<file path="config.mk">
export PLATFORM = sky130hd
export DESIGN_NAME = axis_level_meter
export DESIGN_NICKNAME = d
export VERILOG_FILES = /design/src/rtl/axis_level_meter.sv
export SDC_FILE = /design/constraint.sdc
export NUM_CORES = 1
export LEC_CHECK = 0
export BUFFER_PORTS_ARGS = -buffer_cell sky130_fd_sc_hd__buf_2
export CAP_MARGIN = 20
export CORE_MARGIN = 4
export CORE_UTILIZATION = 45
export DETAILED_ROUTE_END_ITERATION = 6
export PLACE_DENSITY = 0.67
export SLEW_MARGIN = 5
export SYNTH_ARGS = -nofsm -noshare
export SYNTH_HDL_FRONTEND = slang
export SYNTH_SLANG_ARGS = --single-unit
</file>
<file path="constraint.sdc">
create_clock -name clk -period 3.9 [get_ports clk]
set_input_delay 0.195 -clock clk [delete_from_list [all_inputs] [get_ports clk]]
set_output_delay 0.195 -clock clk [all_outputs]
set_load 0.02 [all_outputs]
</file>
<file path="src/rtl/axis_level_meter.sv">
// AXI-Stream pass-through with a 2-entry skid buffer that taps accepted samples
// to drive decaying per-channel peak bar meters and a sticky clip flag.
module axis_level_meter #(
  parameter int DATA_WIDTH   = 24,
  parameter int METER_WIDTH  = 6,
  parameter int DECAY_CYCLES = 4_000_000
) (
  input  logic                   clk,
  input  logic                   reset,
  input  logic [DATA_WIDTH-1:0]  s_axis_data,
  input  logic                   s_axis_valid,
  output logic                   s_axis_ready,
  input  logic                   s_axis_last,
  output logic [DATA_WIDTH-1:0]  m_axis_data,
  output logic                   m_axis_valid,
  input  logic                   m_axis_ready,
  output logic                   m_axis_last,
  output logic [METER_WIDTH-1:0] meter_l,
  output logic [METER_WIDTH-1:0] meter_r,
  output logic                   clip,
  input  logic                   clip_clear
);

  localparam int MAG_W = DATA_WIDTH - 1;
  localparam int CNT_W = $clog2(DECAY_CYCLES);
  localparam logic [CNT_W-1:0] CNT_LAST = CNT_W'(DECAY_CYCLES - 1);
  localparam logic [MAG_W-1:0] MAG_FULL = '1;

  // Most negative input has no positive twin; it saturates to full scale.
  function automatic logic [MAG_W-1:0] sat_mag(input logic signed [DATA_WIDTH-1:0] x);
    logic signed [DATA_WIDTH-1:0] neg;
    neg = -x;
    if (x[DATA_WIDTH-1] && (x[DATA_WIDTH-2:0] == '0)) return MAG_FULL;
    return x[DATA_WIDTH-1] ? neg[MAG_W-1:0] : x[MAG_W-1:0];
  endfunction

  function automatic logic [METER_WIDTH-1:0] therm(input logic [MAG_W-1:0] p);
    logic [METER_WIDTH-1:0] m;
    for (int k = 0; k < METER_WIDTH; k++) m[k] = |(p >> (MAG_W - METER_WIDTH + k));
    return m;
  endfunction

  logic                   out_vld_q, out_vld_d, out_last_q, out_last_d;
  logic [DATA_WIDTH-1:0]  out_data_q, out_data_d;
  logic                   skid_vld_q, skid_vld_d, skid_last_q, skid_last_d;
  logic [DATA_WIDTH-1:0]  skid_data_q, skid_data_d;
  logic                   rdy_q, rdy_d;
  logic [CNT_W-1:0]       cnt_q, cnt_d;
  logic [MAG_W-1:0]       peak_l_q, peak_l_d, peak_r_q, peak_r_d;
  logic [MAG_W-1:0]       mag, base_l, base_r;
  logic [METER_WIDTH-1:0] meter_l_q, meter_r_q;
  logic                   clip_q, clip_d;
  logic                   accept, drain, tick;

  always_comb begin
    accept      = s_axis_valid && rdy_q;
    drain       = out_vld_q && m_axis_ready;
    tick        = (cnt_q == CNT_LAST);
    mag         = sat_mag($signed(s_axis_data));
    out_vld_d   = out_vld_q;
    out_data_d  = out_data_q;
    out_last_d  = out_last_q;
    skid_vld_d  = skid_vld_q;
    skid_data_d = skid_data_q;
    skid_last_d = skid_last_q;
    if (drain) begin
      if (skid_vld_q) begin
        out_data_d = skid_data_q;
        out_last_d = skid_last_q;
        skid_vld_d = 1'b0;
      end else begin
        out_vld_d = 1'b0;
      end
    end
    // Ready is low whenever skid is full, so a drain plus accept never sees a full skid.
    if (accept) begin
      if (!out_vld_q || drain) begin
        out_vld_d  = 1'b1;
        out_data_d = s_axis_data;
        out_last_d = s_axis_last;
      end else begin
        skid_vld_d  = 1'b1;
        skid_data_d = s_axis_data;
        skid_last_d = s_axis_last;
      end
    end
    rdy_d = !skid_vld_d;

    cnt_d    = tick ? '0 : cnt_q + 1'b1;
    base_l   = tick ? (peak_l_q >> 1) : peak_l_q;
    base_r   = tick ? (peak_r_q >> 1) : peak_r_q;
    peak_l_d = base_l;
    peak_r_d = base_r;
    if (accept && !s_axis_last) peak_l_d = (mag > base_l) ? mag : base_l;
    if (accept && s_axis_last)  peak_r_d = (mag > base_r) ? mag : base_r;

    if (accept && (mag == MAG_FULL)) clip_d = 1'b1;
    else if (clip_clear)             clip_d = 1'b0;
    else                             clip_d = clip_q;
  end

  always_ff @(posedge clk or posedge reset) begin
    if (reset) begin
      out_vld_q   <= 1'b0;
      out_data_q  <= '0;
      out_last_q  <= 1'b0;
      skid_vld_q  <= 1'b0;
      skid_data_q <= '0;
      skid_last_q <= 1'b0;
      rdy_q       <= 1'b1;
      cnt_q       <= '0;
      peak_l_q    <= '0;
      peak_r_q    <= '0;
      meter_l_q   <= '0;
      meter_r_q   <= '0;
      clip_q      <= 1'b0;
    end else begin
      out_vld_q   <= out_vld_d;
      out_data_q  <= out_data_d;
      out_last_q  <= out_last_d;
      skid_vld_q  <= skid_vld_d;
      skid_data_q <= skid_data_d;
      skid_last_q <= skid_last_d;
      rdy_q       <= rdy_d;
      cnt_q       <= cnt_d;
      peak_l_q    <= peak_l_d;
      peak_r_q    <= peak_r_d;
      // Meters sample the peak registers, so they trail a peak update by one cycle.
      meter_l_q   <= therm(peak_l_q);
      meter_r_q   <= therm(peak_r_q);
      clip_q      <= clip_d;
    end
  end

  assign s_axis_ready = rdy_q;
  assign m_axis_valid = out_vld_q;
  assign m_axis_data  = out_data_q;
  assign m_axis_last  = out_last_q;
  assign meter_l      = meter_l_q;
  assign meter_r      = meter_r_q;
  assign clip         = clip_q;

endmodule

</file>
* Word-level counts from Yosys, hierarchy flattened
Index checks and enable logic that the tools add are counted.
Word-level totals: bits in registers 134, input port bits 30, output and inout port bits 40, word-level logic and storage cells 71
Operators by class: add/subtract/negate cells 2, magnitude comparators 2, eq/ne operators 2, muxes and demuxes 28, bitwise logic cells 1, reduce and logical (&&, ||, !) cells 23
Operators by type and width (number):
- $mux W23 | 9
- $mux W24 | 4
- $gt A23 B23 Y1 | 2
- $eq A23 B23 Y1 const B | 1
- $logic_not A23 Y1 | 1
- $neg A23 Y23 | 1
- $add A22 B1 Y22 const B | 1
- $eq A22 B22 Y1 const B | 1
- $mux W22 | 1
- $mux W1 | 14
- $reduce_or A6 Y1 | 2
- $reduce_or A5 Y1 | 2
- $reduce_or A4 Y1 | 2
- $logic_and A1 B1 Y1 | 6
- $reduce_or A3 Y1 | 2
- $reduce_or A2 Y1 | 2
- $logic_not A1 Y1 | 3
- $reduce_and A2 Y1 | 1
- $reduce_bool A2 Y1 | 1
- $logic_or A1 B1 Y1 | 1
- $not A1 Y1 | 1

* Logic depth before layout (Yosys ltp)
word-level depth 7, mapped depth 19, depth with buffers taken out 16

* Worst setup path before layout
No wires, ideal clock.
kind register -> register, start register cnt_q[10], end register peak_l_q[10], library setup time 81 ps, data arrival time 3943 ps, required time 3819 ps, setup slack -125 ps, cell stages (with the launch flop) 17, buffers on the path 2, period minus slack after synthesis 4025 ps, cells stage by stage dfrtp_1 > nor4b_1 > nand2_1 > nor4_1 > inv_1 > nor2_2 > buf_2 > mux2i_1 > ha_1 > nand4_1 > nor4_1 > a211o_1 > nor3_1 > o21ai_0 > nand2_1 > buf_1 > mux2i_1
On the way: cells in the longest elaborated chain, start to end 5
RTL lines:
- from (decl) | line 48 | logic [CNT_W-1:0] cnt_q, cnt_d;
- from (signal assigned) | line 125 | cnt_q <= cnt_d;
- $eq A22 B22 Y1 (*) | line 58 | tick = (cnt_q == CNT_LAST);
- $mux W23 (*) | line 90 | base_l = tick ? (peak_l_q >> 1) : peak_l_q;
- $gt A23 B23 Y1 | line 94 | if (accept && !s_axis_last) peak_l_d = (mag > base_l) ? mag : base_l;
- $mux W23 | line 94
- $mux W23 (*) | line 94
- named net peak_l_d[10] | line 49 | logic [MAG_W-1:0] peak_l_q, peak_l_d, peak_r_q, peak_r_d;
- to (signal assigned) | line 126 | peak_l_q <= peak_l_d;
- to (decl) | line 49
The timed path passes the listed nets; every way through them passes the cells marked *. A chain may end at the register's enable or synchronous reset.

* Final worst setup path
start register cnt_q[8], end register peak_r_q[10]
On the way: cells in the longest elaborated chain, start to end 5
RTL lines:
- $eq A22 B22 Y1 (*) | line 58
- $mux W23 (*) | line 91 | base_r = tick ? (peak_r_q >> 1) : peak_r_q;
- $gt A23 B23 Y1 | line 95 | if (accept && s_axis_last) peak_r_d = (mag > base_r) ? mag : base_r;
- $mux W23 | line 95
- $mux W23 (*) | line 95
- named net peak_r_d[10] | line 49
- to (signal assigned) | line 127 | peak_r_q <= peak_r_d;
- to (decl) | line 49
Marked as above.

==> impl_metrics.toml <==
[timing]
skew_ps = 15.7
hold_ws_ps = 29.3
drv_slew = 0
finalCritPeriodShare = 0.940
setup_violations = 0
max_slew.worst_pin.slew_ps = 574
relSlewSlack = 0.614
hold_viol = 0
max_clock_freq_ghz = 0.273
fin_crit_ps = 3660

[final_layout]
fin_cells = 1083
area_delta_synth_final_pct = 22.5
final_common_cell = "dfrtp_1"
fin_nets = 928
fillers = 1420
antennaDiodeCount = 0
final_cell_mix = "dfrtp_1 (133), mux2i_1 (105), buf_2 (69)"
drive_above_1_share = 0.253
final_area_mm2 = 0.00941

[die]
num_rows = 47
io_pins = 70
die_x_um = 139
core_area_mm2 = 0.0166
initial_core_util = 0.462
dieArea_mm2 = 0.0192
die_h_um = 139

[clocking]
cts_tree = "built"
clock_latency_ps = 430
clkSlewWorstSetupHoldPaths_ps = 60
cts_made_buffers = 17
cts_buffer_depth = 2
clock-sinks = 134
ctsHtreeMaxLevel = 4
cts_root_buf = "clkbuf_16"

[setup_path]
worstSetupPathType = "reg2reg"
cp_data_required_time_ps = 4180
startpoint_type = "flip-flop"
reg2reg_to = "peak_r_q[10]"
cp-end-kind = "flip-flop"
r2r_slack_ps = 240
worstPathArrival_ps = 3950
cpMaxStageDelayCell = "dfrtp_1"
reg2reg_depth = 16
critPathMaxStageDelay_ps = 390
startpoint = "cnt_q[8]"
path_cells = "nor4_2, nand2_1, nor4_4, inv_2, nor2_4, buf_12, mux2i_2, ha_1, a21o_1, a21o_1, a21oi_1, o311ai_0, a211oi_1, nor2_2, buf_4, mux2i_1"
worstReg2RegStart = "cnt_q[8]"
crit_path_max_fanout = 18
crit_top_cell = "a21o_1"

[drt]
via_count = 5908
wirelength_um = 18600
drt_pre_antenna_iters = 5
drtIter0Drc = 318
drc_errors = 0
wl_met3_um = 915
routed.top_layer = "met4"
met1Wirelength_um = 8920
met2_length_um = 8560
wl_per_cell_um = 17.2
antenna_left = 0
avgViaCountPerCell = 5.46

[hold_path]
worst_hold_path_type = "in2reg"
whs_path_depth = 3
hold_start = "s_axis_data[1]"
hold_end = "m_axis_data[1]"

[pwr]
p_int_mw = 3.16
seq_power_share = 0.401
switching_share = 0.304
leakagePower_nw = 4.26
p_switching_mw = 1.38
cellPowerDensity_mw_per_mm2 = 483
p_clk_frac = 0.372
vdd_drop_max_mv = 0.414
pwr-share-comb = 0.227
power.total_mw = 4.54

[synthesis]
synth.avg_cell_area_um2 = 10.4
async_flop_share = 1.00
synth_edf_count = 0
synthFlopType = "dfrtp_1"
synth_cell_types = 57
ys.warnings.count = 0
syn_inst = 737
syn_area_mm2 = 0.00768
ys_ff_latch = 134
ys_seq_area_frac = 0.437
syn_nets = 815

[global_route]
grt_pass1_vias = 5892
grt_pass1_wl_um = 30700
gr-total-overflow = 0
grt_max_degree = 110
grt.total_usage = 0.196
antenna_found_initial = 0

[place]
dpl.hpwl_um = 13700
place_congestion = 0.879
placed_cells = 1043
placed_cell_area_mm2 = 0.00859
io_buffers = 69

[job]
maxCapViolCount = 0

[outcome]
status = "complete, no violations"
through the flow:
step | utilization | setup TNS, ps | worst slack [ps]
3_5_place_dp | 0.516 | -58.1 | -17.8
2_1_floorplan | - | 0 | 13.6
3_3_place_gp | 0.516 | 0 | 67.8
4_1_cts | 0.555 | 0 | 11.8
5_1_grt | 0.565 | -0.452 | -0.452
6_report | 0.565 | 0 | 235
cells in the mapped netlist, types with 8 or more instances:
master    instances  area share
mux2_2           19       0.028
nand2_1          54       0.026
dfrtp_1         133        0.43
o31ai_1          10      0.0098
nand4_1          12      0.0098
nor3_1           13      0.0085
nor2_1           40       0.020
inv_1            39       0.019
ha_1             48       0.078
nand3_1          25       0.016
or3_1             8      0.0065
a21o_1           21       0.021
clkbuf_1         19      0.0093
o21ai_0          46       0.030
xnor2_1          24       0.027
a21oi_1          15      0.0098
xor2_1           12       0.014
mux2i_1         114        0.15
worst max-delay path: cells and delay by family, from the launching register on:
family                     cells  cell delay, ps
AOI/OAI and AO/OA              5             990
muxes                          2             410
DFF                            1             390
adders and majority gates      1             280
buffers and inverters          3             520
and+or+nand+nor                5             930
worst max path at each step:
stage | endpoint | slack [ps]
2_1_floorplan | peak_r_q[10] | 10
3_3_place_gp | peak_r_q[11] | 70
3_5_place_dp | peak_l_q[10] | -20
4_1_cts | peak_l_q[10] | 10
5_1_grt | peak_r_q[10] | -0.5
6_report | peak_r_q[10] | 240
flip-flops by register name, summed over array words and instances, names as in the netlist, 6 cells and up:
signal,flops
meter_l,6
skid_data_q,24
peak_l_q,23
peak_r_q,23
cnt_q,22
meter_r,6
m_axis_data,24
power groups by stage:
stage / registers, mW / logic (mW) / clock network (mW)
after floorplan: 1.97 / 0.532 / 0
after global placement: 1.83 / 1.00 / 0
after detailed placement: 1.84 / 1.03 / 0
after CTS: 1.82 / 1.03 / 1.73
after global routing: 1.86 / 1.14 / 1.80
final: 1.82 / 1.03 / 1.69
what timing repair did:
action                                  CTS  global route
setup buffers                             0             4
gates cloned                              0             1
hold endpoints to repair                  1            16
hold buffers                              1             1
endpoints found under the setup margin   28            46
pin swaps                                 1             4
resized for setup                         2            17
layout make-up:
type	instances	area, um^2	share of cell area
clock buffer	19	443	0.0471
tap	220	275	0.0293
multi-input combinational	531	4120	0.437
timing repair buffer	127	890	0.0945
clock inverter	13	180	0.0191
inverter	39	151	0.0161
sequential	134	3350	0.357
per-layer routing:
metal | global-route usage | up-vias
met5 | 0 | -
met4 | 0.0582 | 0
met3 | 0.0479 | 15
met2 | 0.304 | 131
met1 | 0.275 | 2899
li1 | - | 2863
logic make-up after synthesis:
logic type               after synthesis  share of synthesized area
flip-flops                           134                      0.437
AO/OA/AOI/OAI                        114                     0.0944
XOR/XNOR                              36                     0.0410
AND/OR/NAND/NOR                      200                      0.134
multiplexers                         133                      0.176
adder cells (fa/ha/maj)               48                     0.0782
buffers and inverters                 72                     0.0392
Note: power is estimated with default switching activity, not from simulation.
